===== config.mk =====
export PLATFORM = sky130hd
export DESIGN_NAME = axi_write_arbiter
export DESIGN_NICKNAME = d
export VERILOG_FILES = /design/src/rtl/axi_wr_arb_pkg.sv /design/src/rtl/axi_write_arbiter_rr.sv /design/src/rtl/axi_write_arbiter.sv
export SDC_FILE = /design/constraint.sdc
export NUM_CORES = 1
export LEC_CHECK = 0
export ABC_AREA = 0
export ABC_CLOCK_PERIOD_IN_PS = 2540
export CAP_MARGIN = 30
export CORE_MARGIN = 1
export CORE_UTILIZATION = 38
export CTS_CLUSTER_DIAMETER = 120
export CTS_CLUSTER_SIZE = 25
export DETAILED_ROUTE_END_ITERATION = 10
export HOLD_SLACK_MARGIN = 0.02
export PLACE_DENSITY_LB_ADDON = 0.08
export SYNTH_ARGS = -nofsm -noshare
export SYNTH_HDL_FRONTEND = slang
export SYNTH_SLANG_ARGS = --single-unit

===== constraint.sdc =====
create_clock -name ACLK -period 2.54 [get_ports ACLK]
set_clock_uncertainty 0.15 [all_clocks]
set_input_delay 0.381 -clock ACLK [delete_from_list [all_inputs] [get_ports ACLK]]
set_output_delay 0.381 -clock ACLK [all_outputs]
set_load 0.02 [all_outputs]

===== src/rtl/axi_wr_arb_pkg.sv =====
// Shared types and address map for the AXI write-path arbiter.
package axi_wr_arb_pkg;

   localparam int unsigned AXI_ADDR_BITS = 32;

   typedef enum logic [1:0] {
      IDLE = 2'd0,
      XFER = 2'd1,
      RESP = 2'd2
   } wr_state_t;

   localparam logic [AXI_ADDR_BITS-1:0] IM_BASE  = 32'h0000_0000;
   localparam logic [AXI_ADDR_BITS-1:0] IM_LIMIT = 32'h0000_FFFF;
   localparam logic [AXI_ADDR_BITS-1:0] DM_BASE  = 32'h0001_0000;
   localparam logic [AXI_ADDR_BITS-1:0] DM_LIMIT = 32'h0001_FFFF;

   // Index constants for the reference configuration (3 masters, 2 slaves)
   localparam int unsigned DEFAULT_SLAVE = 2;
   localparam int unsigned IDLE_SLAVE    = 3;
   localparam int unsigned IDLE_MASTER   = 3;

   // IM_BASE is zero, so only the limit bounds the IM window
   function automatic int unsigned addr_to_slave(
      input logic [AXI_ADDR_BITS-1:0] addr,
      input int unsigned              dflt
   );
      if (addr <= IM_LIMIT)
         return 0;
      if (addr >= DM_BASE && addr <= DM_LIMIT)
         return 1;
      return dflt;
   endfunction

endpackage


===== src/rtl/axi_write_arbiter_rr.sv =====
// Round-robin arbiter with an internal pointer that advances past each
// winner only when the owning slave is free to accept a grant.
module rr_arbiter #(
   parameter int unsigned NUM_M    = 3,
   parameter int unsigned IDX_BITS = 2
) (
   input  logic                clk,
   input  logic                rst,
   input  logic [NUM_M-1:0]    req,
   input  logic                en,
   output logic [IDX_BITS-1:0] grant_idx,
   output logic                grant_valid
);

   logic [IDX_BITS-1:0] ptr_q;

   always_comb begin
      int unsigned cand;
      grant_valid = 1'b0;
      grant_idx   = '0;
      cand        = 0;
      for (int unsigned i = 0; i < NUM_M; i++) begin
         cand = 32'(ptr_q) + i;
         if (cand >= NUM_M)
            cand = cand - NUM_M;
         if (!grant_valid && req[cand]) begin
            grant_valid = 1'b1;
            grant_idx   = IDX_BITS'(cand);
         end
      end
   end

   always_ff @(posedge clk) begin
      if (rst)
         ptr_q <= '0;
      else if (en && grant_valid)
         ptr_q <= (grant_idx == IDX_BITS'(NUM_M - 1)) ? '0 : grant_idx + 1'b1;
   end

endmodule


===== src/rtl/axi_write_arbiter.sv =====
// Write-path arbiter: decodes AW addresses, grants each slave round-robin and
// holds the SWIdx/MWIdx route from AW grant through the B handshake.
module axi_write_arbiter
   import axi_wr_arb_pkg::*;
#(
   parameter int unsigned NUM_M     = 3,
   parameter int unsigned NUM_S     = 2,
   parameter int unsigned MIDX_BITS = 2,
   parameter int unsigned SIDX_BITS = 2
) (
   input  logic                                  ACLK,
   input  logic                                  ARESET,
   input  logic [NUM_M-1:0][AXI_ADDR_BITS-1:0]   AWADDR_M,
   input  logic [NUM_M-1:0]                      AWVALID_M,
   input  logic [NUM_M-1:0]                      WVALID_M,
   input  logic [NUM_M-1:0]                      WLAST_M,
   input  logic [NUM_M-1:0]                      BREADY_M,
   input  logic [NUM_S:0]                        AWREADY_S,
   input  logic [NUM_S:0]                        WREADY_S,
   input  logic [NUM_S:0]                        BVALID_S,
   output logic [NUM_S:0][SIDX_BITS-1:0]         SWIdx,
   output logic [NUM_M-1:0][MIDX_BITS-1:0]       MWIdx
);

   localparam logic [SIDX_BITS-1:0] SW_IDLE = SIDX_BITS'(NUM_M);
   localparam logic [MIDX_BITS-1:0] MW_IDLE = MIDX_BITS'(NUM_S + 1);

   logic [NUM_M-1:0][MIDX_BITS-1:0] dec;
   logic [NUM_S:0][NUM_M-1:0]       req;
   logic [NUM_S:0]                  arb_en;
   logic [NUM_S:0]                  gnt_vld;
   logic [NUM_S:0][SIDX_BITS-1:0]   gnt_idx;

   wr_state_t                       state_q  [NUM_S+1];
   wr_state_t                       state_nx [NUM_S+1];
   logic [NUM_S:0]                  aw_done_q, aw_done_nx;
   logic [NUM_S:0]                  w_done_q, w_done_nx;
   logic [NUM_M-1:0]                busy_q, busy_nx;
   logic [NUM_S:0][SIDX_BITS-1:0]   sw_nx;
   logic [NUM_M-1:0][MIDX_BITS-1:0] mw_nx;

   // A busy master is masked out of every slave's request vector
   always_comb begin
      for (int unsigned m = 0; m < NUM_M; m++)
         dec[m] = MIDX_BITS'(addr_to_slave(AWADDR_M[m], NUM_S));
      for (int unsigned s = 0; s <= NUM_S; s++) begin
         arb_en[s] = (state_q[s] == IDLE);
         for (int unsigned m = 0; m < NUM_M; m++)
            req[s][m] = AWVALID_M[m] & ~busy_q[m] & (dec[m] == MIDX_BITS'(s));
      end
   end

   for (genvar gs = 0; gs <= NUM_S; gs++) begin : gen_arb
      rr_arbiter #(
         .NUM_M    (NUM_M),
         .IDX_BITS (SIDX_BITS)
      ) u_rr (
         .clk         (ACLK),
         .rst         (ARESET),
         .req         (req[gs]),
         .en          (arb_en[gs]),
         .grant_idx   (gnt_idx[gs]),
         .grant_valid (gnt_vld[gs])
      );
   end

   always_comb begin
      logic [SIDX_BITS-1:0] cur;
      logic                 aw_set, w_set;
      state_nx   = state_q;
      aw_done_nx = aw_done_q;
      w_done_nx  = w_done_q;
      busy_nx    = busy_q;
      sw_nx      = SWIdx;
      mw_nx      = MWIdx;
      cur        = '0;
      aw_set     = 1'b0;
      w_set      = 1'b0;
      for (int unsigned s = 0; s <= NUM_S; s++) begin
         cur = SWIdx[s];
         unique case (state_q[s])
            IDLE: begin
               if (gnt_vld[s]) begin
                  state_nx[s]         = XFER;
                  sw_nx[s]            = gnt_idx[s];
                  mw_nx[gnt_idx[s]]   = MIDX_BITS'(s);
                  busy_nx[gnt_idx[s]] = 1'b1;
               end
            end
            XFER: begin
               // AW and WLAST may complete in either order or together
               aw_set = aw_done_q[s] | (AWVALID_M[cur] & AWREADY_S[s]);
               w_set  = w_done_q[s] | (WVALID_M[cur] & WREADY_S[s] & WLAST_M[cur]);
               if (aw_set && w_set) begin
                  state_nx[s]   = RESP;
                  aw_done_nx[s] = 1'b0;
                  w_done_nx[s]  = 1'b0;
               end else begin
                  aw_done_nx[s] = aw_set;
                  w_done_nx[s]  = w_set;
               end
            end
            RESP: begin
               if (BVALID_S[s] & BREADY_M[cur]) begin
                  state_nx[s]  = IDLE;
                  sw_nx[s]     = SW_IDLE;
                  mw_nx[cur]   = MW_IDLE;
                  busy_nx[cur] = 1'b0;
               end
            end
            default: state_nx[s] = IDLE;
         endcase
      end
   end

   always_ff @(posedge ACLK) begin
      if (ARESET) begin
         for (int unsigned s = 0; s <= NUM_S; s++) begin
            state_q[s] <= IDLE;
            SWIdx[s]   <= SW_IDLE;
         end
         for (int unsigned m = 0; m < NUM_M; m++)
            MWIdx[m] <= MW_IDLE;
         aw_done_q <= '0;
         w_done_q  <= '0;
         busy_q    <= '0;
      end else begin
         for (int unsigned s = 0; s <= NUM_S; s++)
            state_q[s] <= state_nx[s];
         SWIdx     <= sw_nx;
         MWIdx     <= mw_nx;
         aw_done_q <= aw_done_nx;
         w_done_q  <= w_done_nx;
         busy_q    <= busy_nx;
      end
   end

endmodule


==> impl_metrics.json <==
{
  "nets": 642,
  "hp-start": "gen_arb[1].u_rr.ptr_q[0]",
  "ir_drop_mv": 0.477,
  "antenna_found_initial": 0,
  "hold_class": "reg -> reg",
  "cp-start-kind": "primary input",
  "root_buffer": "clkbuf_8",
  "slew_viol_final": 0,
  "fill_cells": 631,
  "drtIter0Drc": 183,
  "drt-pass1-iter-count": 4,
  "post_drt_wl_per_cell_um": 15.8,
  "setup_violations": 0,
  "max_stage_delay_ns": 0.45,
  "antenna_left": 0,
  "grt_max_degree": 14,
  "yosysTopAreaCell": "dfxtp_1",
  "ys_ff_latch": 33,
  "yosysTopAreaCellShare": 0.238,
  "synth.yosys.seq_area_share": 0.238,
  "clk-insertion-delay-late_ns": 0.28,
  "cp-end-kind": "flop",
  "reg2reg_depth": 8,
  "hold_path_end": "gen_arb[1].u_rr.ptr_q[0]",
  "hold_buffers": 0,
  "syn_avg_cell_area_um2": 7.49,
  "cp_max_fo": 4,
  "drcViolationCount": 0,
  "drv_cap": 0,
  "synth_ff_type": "dfxtp_1",
  "ys_warn_count": 0,
  "reg2reg_slack_ns": 0.20,
  "finalPower_w": 0.00169,
  "synth_nets": 496,
  "multi_input_area_mm2": 0.00218,
  "leakage_nw": 1.84,
  "htreeDepth": 2,
  "drive_gt1_frac": 0.250,
  "routed_via_density": 5.51,
  "grt_pass1_vias": 3196,
  "numClockSinks": 33,
  "required_ns": 2.57,
  "synth_area_mm2": 0.00278,
  "syn2layout_area_growth_pct": 58.8,
  "finish.utilization": 0.636,
  "synthDistinctLibCells": 68,
  "synth_edf_count": 0,
  "port_buffers": 82,
  "die_h_um": 87.5,
  "finalHoldViolCount": 0,
  "outcome": "finished, final reports clean",
  "path_cells": "clkdlybuf4s50_1 -> nor4_4 -> nand4_1 -> buf_6 -> nor3_4 -> o21ba_4 -> a2111oi_4 -> buf_4 -> nor2_1 -> o21a_1",
  "gp_congestion": 0.839,
  "pin_count": 131,
  "fin_crit_sh": 0.968,
  "ff_latch_area_um2": 661,
  "cts_tree": "built",
  "grt_pass1_wl_um": 15200,
  "cts_buffers": 5,
  "diodes": 0,
  "start_util": 0.400,
  "die_x_um": 87.5,
  "rr_startpoint": "gen_arb[1].u_rr.ptr_q[0]",
  "p_per_area_mw_per_mm2": 382,
  "fmax_ghz": 0.407,
  "coreArea_mm2": 0.00694,
  "fin_crit_ns": 2.46,
  "stdcell_count": 613,
  "hold-path-cell-count": 2,
  "path_clk_slew_ns": 0.07,
  "rows": 30,
  "synth.area.top_cells": "dfxtp_1, nor2_1, a21oi_1, nand2_1, nor3_1",
  "cp.arrival_ns": 2.49,
  "worst_pin_slew_ns": 0.616,
  "track_usage": 0.258,
  "startpoint": "AWADDR_M[17]",
  "place.detailed.hpwl_um": 7730,
  "grt-ovfl-total": 0,
  "worstReg2RegEnd": "MWIdx[3]",
  "dp.cells": 599,
  "dieArea_mm2": 0.00766,
  "ctsLongestPathBuffers": 2,
  "synthCells": 371,
  "relSlewSlack": 0.588,
  "cp_slowest_cell": "clkdlybuf4s50_1",
  "crit_type": "in -> reg",
  "synthArstFlopShare": 0,
  "via_count": 3380,
  "whs_ns": 0.329,
  "wl_um": 9710
}
==> layout by cell type (no fill, tap or decap), types with 8 or more instances in the layout <==
| cell | netlist | routed |
|---|---|---|
| buf_4 | 0 | 68 |
| nor2_1 | 41 | 41 |
| clkdlybuf4s50_1 | 0 | 41 |
| dfxtp_1 | 33 | 33 |
| nand2_1 | 31 | 31 |
| a21oi_1 | 26 | 26 |
| inv_1 | 19 | 19 |
| nand3_1 | 18 | 18 |
| o21ai_0 | 18 | 17 |
| nor3_1 | 19 | 16 |
| dlygate4sd2_1 | 0 | 14 |
| nor2b_1 | 13 | 13 |
| clkbuf_2 | 0 | 11 |
| dlymetal6s2s_1 | 0 | 10 |
| and2_1 | 8 | 8 |
==> cell usage after synthesis, drive strengths merged, types with 4 or more instances <==
cell	number
a2111oi	6
a211oi	4
a21oi	26
a22oi	7
a31oi	6
and2	8
and3	5
clkbuf	11
dfxtp	33
ha	6
inv	19
mux2i	7
nand2	31
nand2b	7
nand3	18
nand3b	5
nand4	4
nor2	41
nor2b	13
nor3	20
nor4	10
o21ai	18
o2bb2ai	6
o31ai	4
or2	4
==> worst max path at each step <==
stage / endpoint / cells after the start
floorplan: MWIdx[3] / 7
global placement: MWIdx[3] / 11
detailed placement: MWIdx[3] / 9
CTS: gen_arb[0].u_rr.ptr_q[0] / 9
global route: gen_arb[0].u_rr.ptr_q[0] / 10
finish: gen_arb[0].u_rr.ptr_q[0] / 10
==> layer usage <==
metal,GRT usage,wire length [µm],up-vias
met5,0,0,-
met4,0.0417,82,0
met3,0.0436,470,9
met2,0.430,4600,85
met1,0.354,4560,1594
li1,-,-,1692
==> where the power goes <==
group | total (W) | leakage [nW] | switching [W] | internal, W
clock | 0.000407 | 0.0443 | 0.000192 | 0.000215
sequential | 0.000596 | 0.268 | 0.0000364 | 0.000560
combinational | 0.000684 | 1.53 | 0.000344 | 0.000340
total | 0.00169 | 1.84 | 0.000573 | 0.00112
==> cells by family after synthesis <==
logic type	after synthesis	share of synthesized area
flops	33	0.238
fa+ha+maj	9	0.0383
compound gates	115	0.295
buf+inv	31	0.0423
mux	10	0.0374
simple gates	173	0.349
==> cell type report <==
class,instances,area share
Clock buffer,7,0.0196
Inverter,19,0.0162
Multi-Input combinational cell,307,0.494
Sequential cell,33,0.150
Tap cell,96,0.0272
Timing Repair Buffer,151,0.294
==> worst max-delay path: cells and delay by family <==
kind            cells  cell delay [ns]
buf+inv             3             0.81
compound gates      3             0.73
simple gates        4             0.57
==> flip-flops by register name, summed over array words and instances (netlist names) <==
signal / flops
MWIdx: 6
SWIdx: 6
gen_arb.u_rr.ptr_q: 6
state_q: 6
aw_done_q: 3
busy_q: 3
w_done_q: 3
==> metrics by stage <==
step                area, µm²  worst slack [ns]  setup TNS, ns
finish                   4410            0.0806              0
detailed placement       4140            -0.587          -9.73
floorplan                2780           0.00739              0
CTS                      4320           0.00736              0
global route             4410           -0.0211        -0.0211
global placement         4140            -0.631          -9.09
==> repair_timing <==
| item | 4_1_cts | 5_1_grt |
|---|---|---|
| endpoints found under the setup margin | 19 | 18 |
| pin swaps | 18 | 24 |
| buffers inserted | 5 | 2 |
| resized for setup | 55 | 50 |
(Power assumes the default switching activity.)
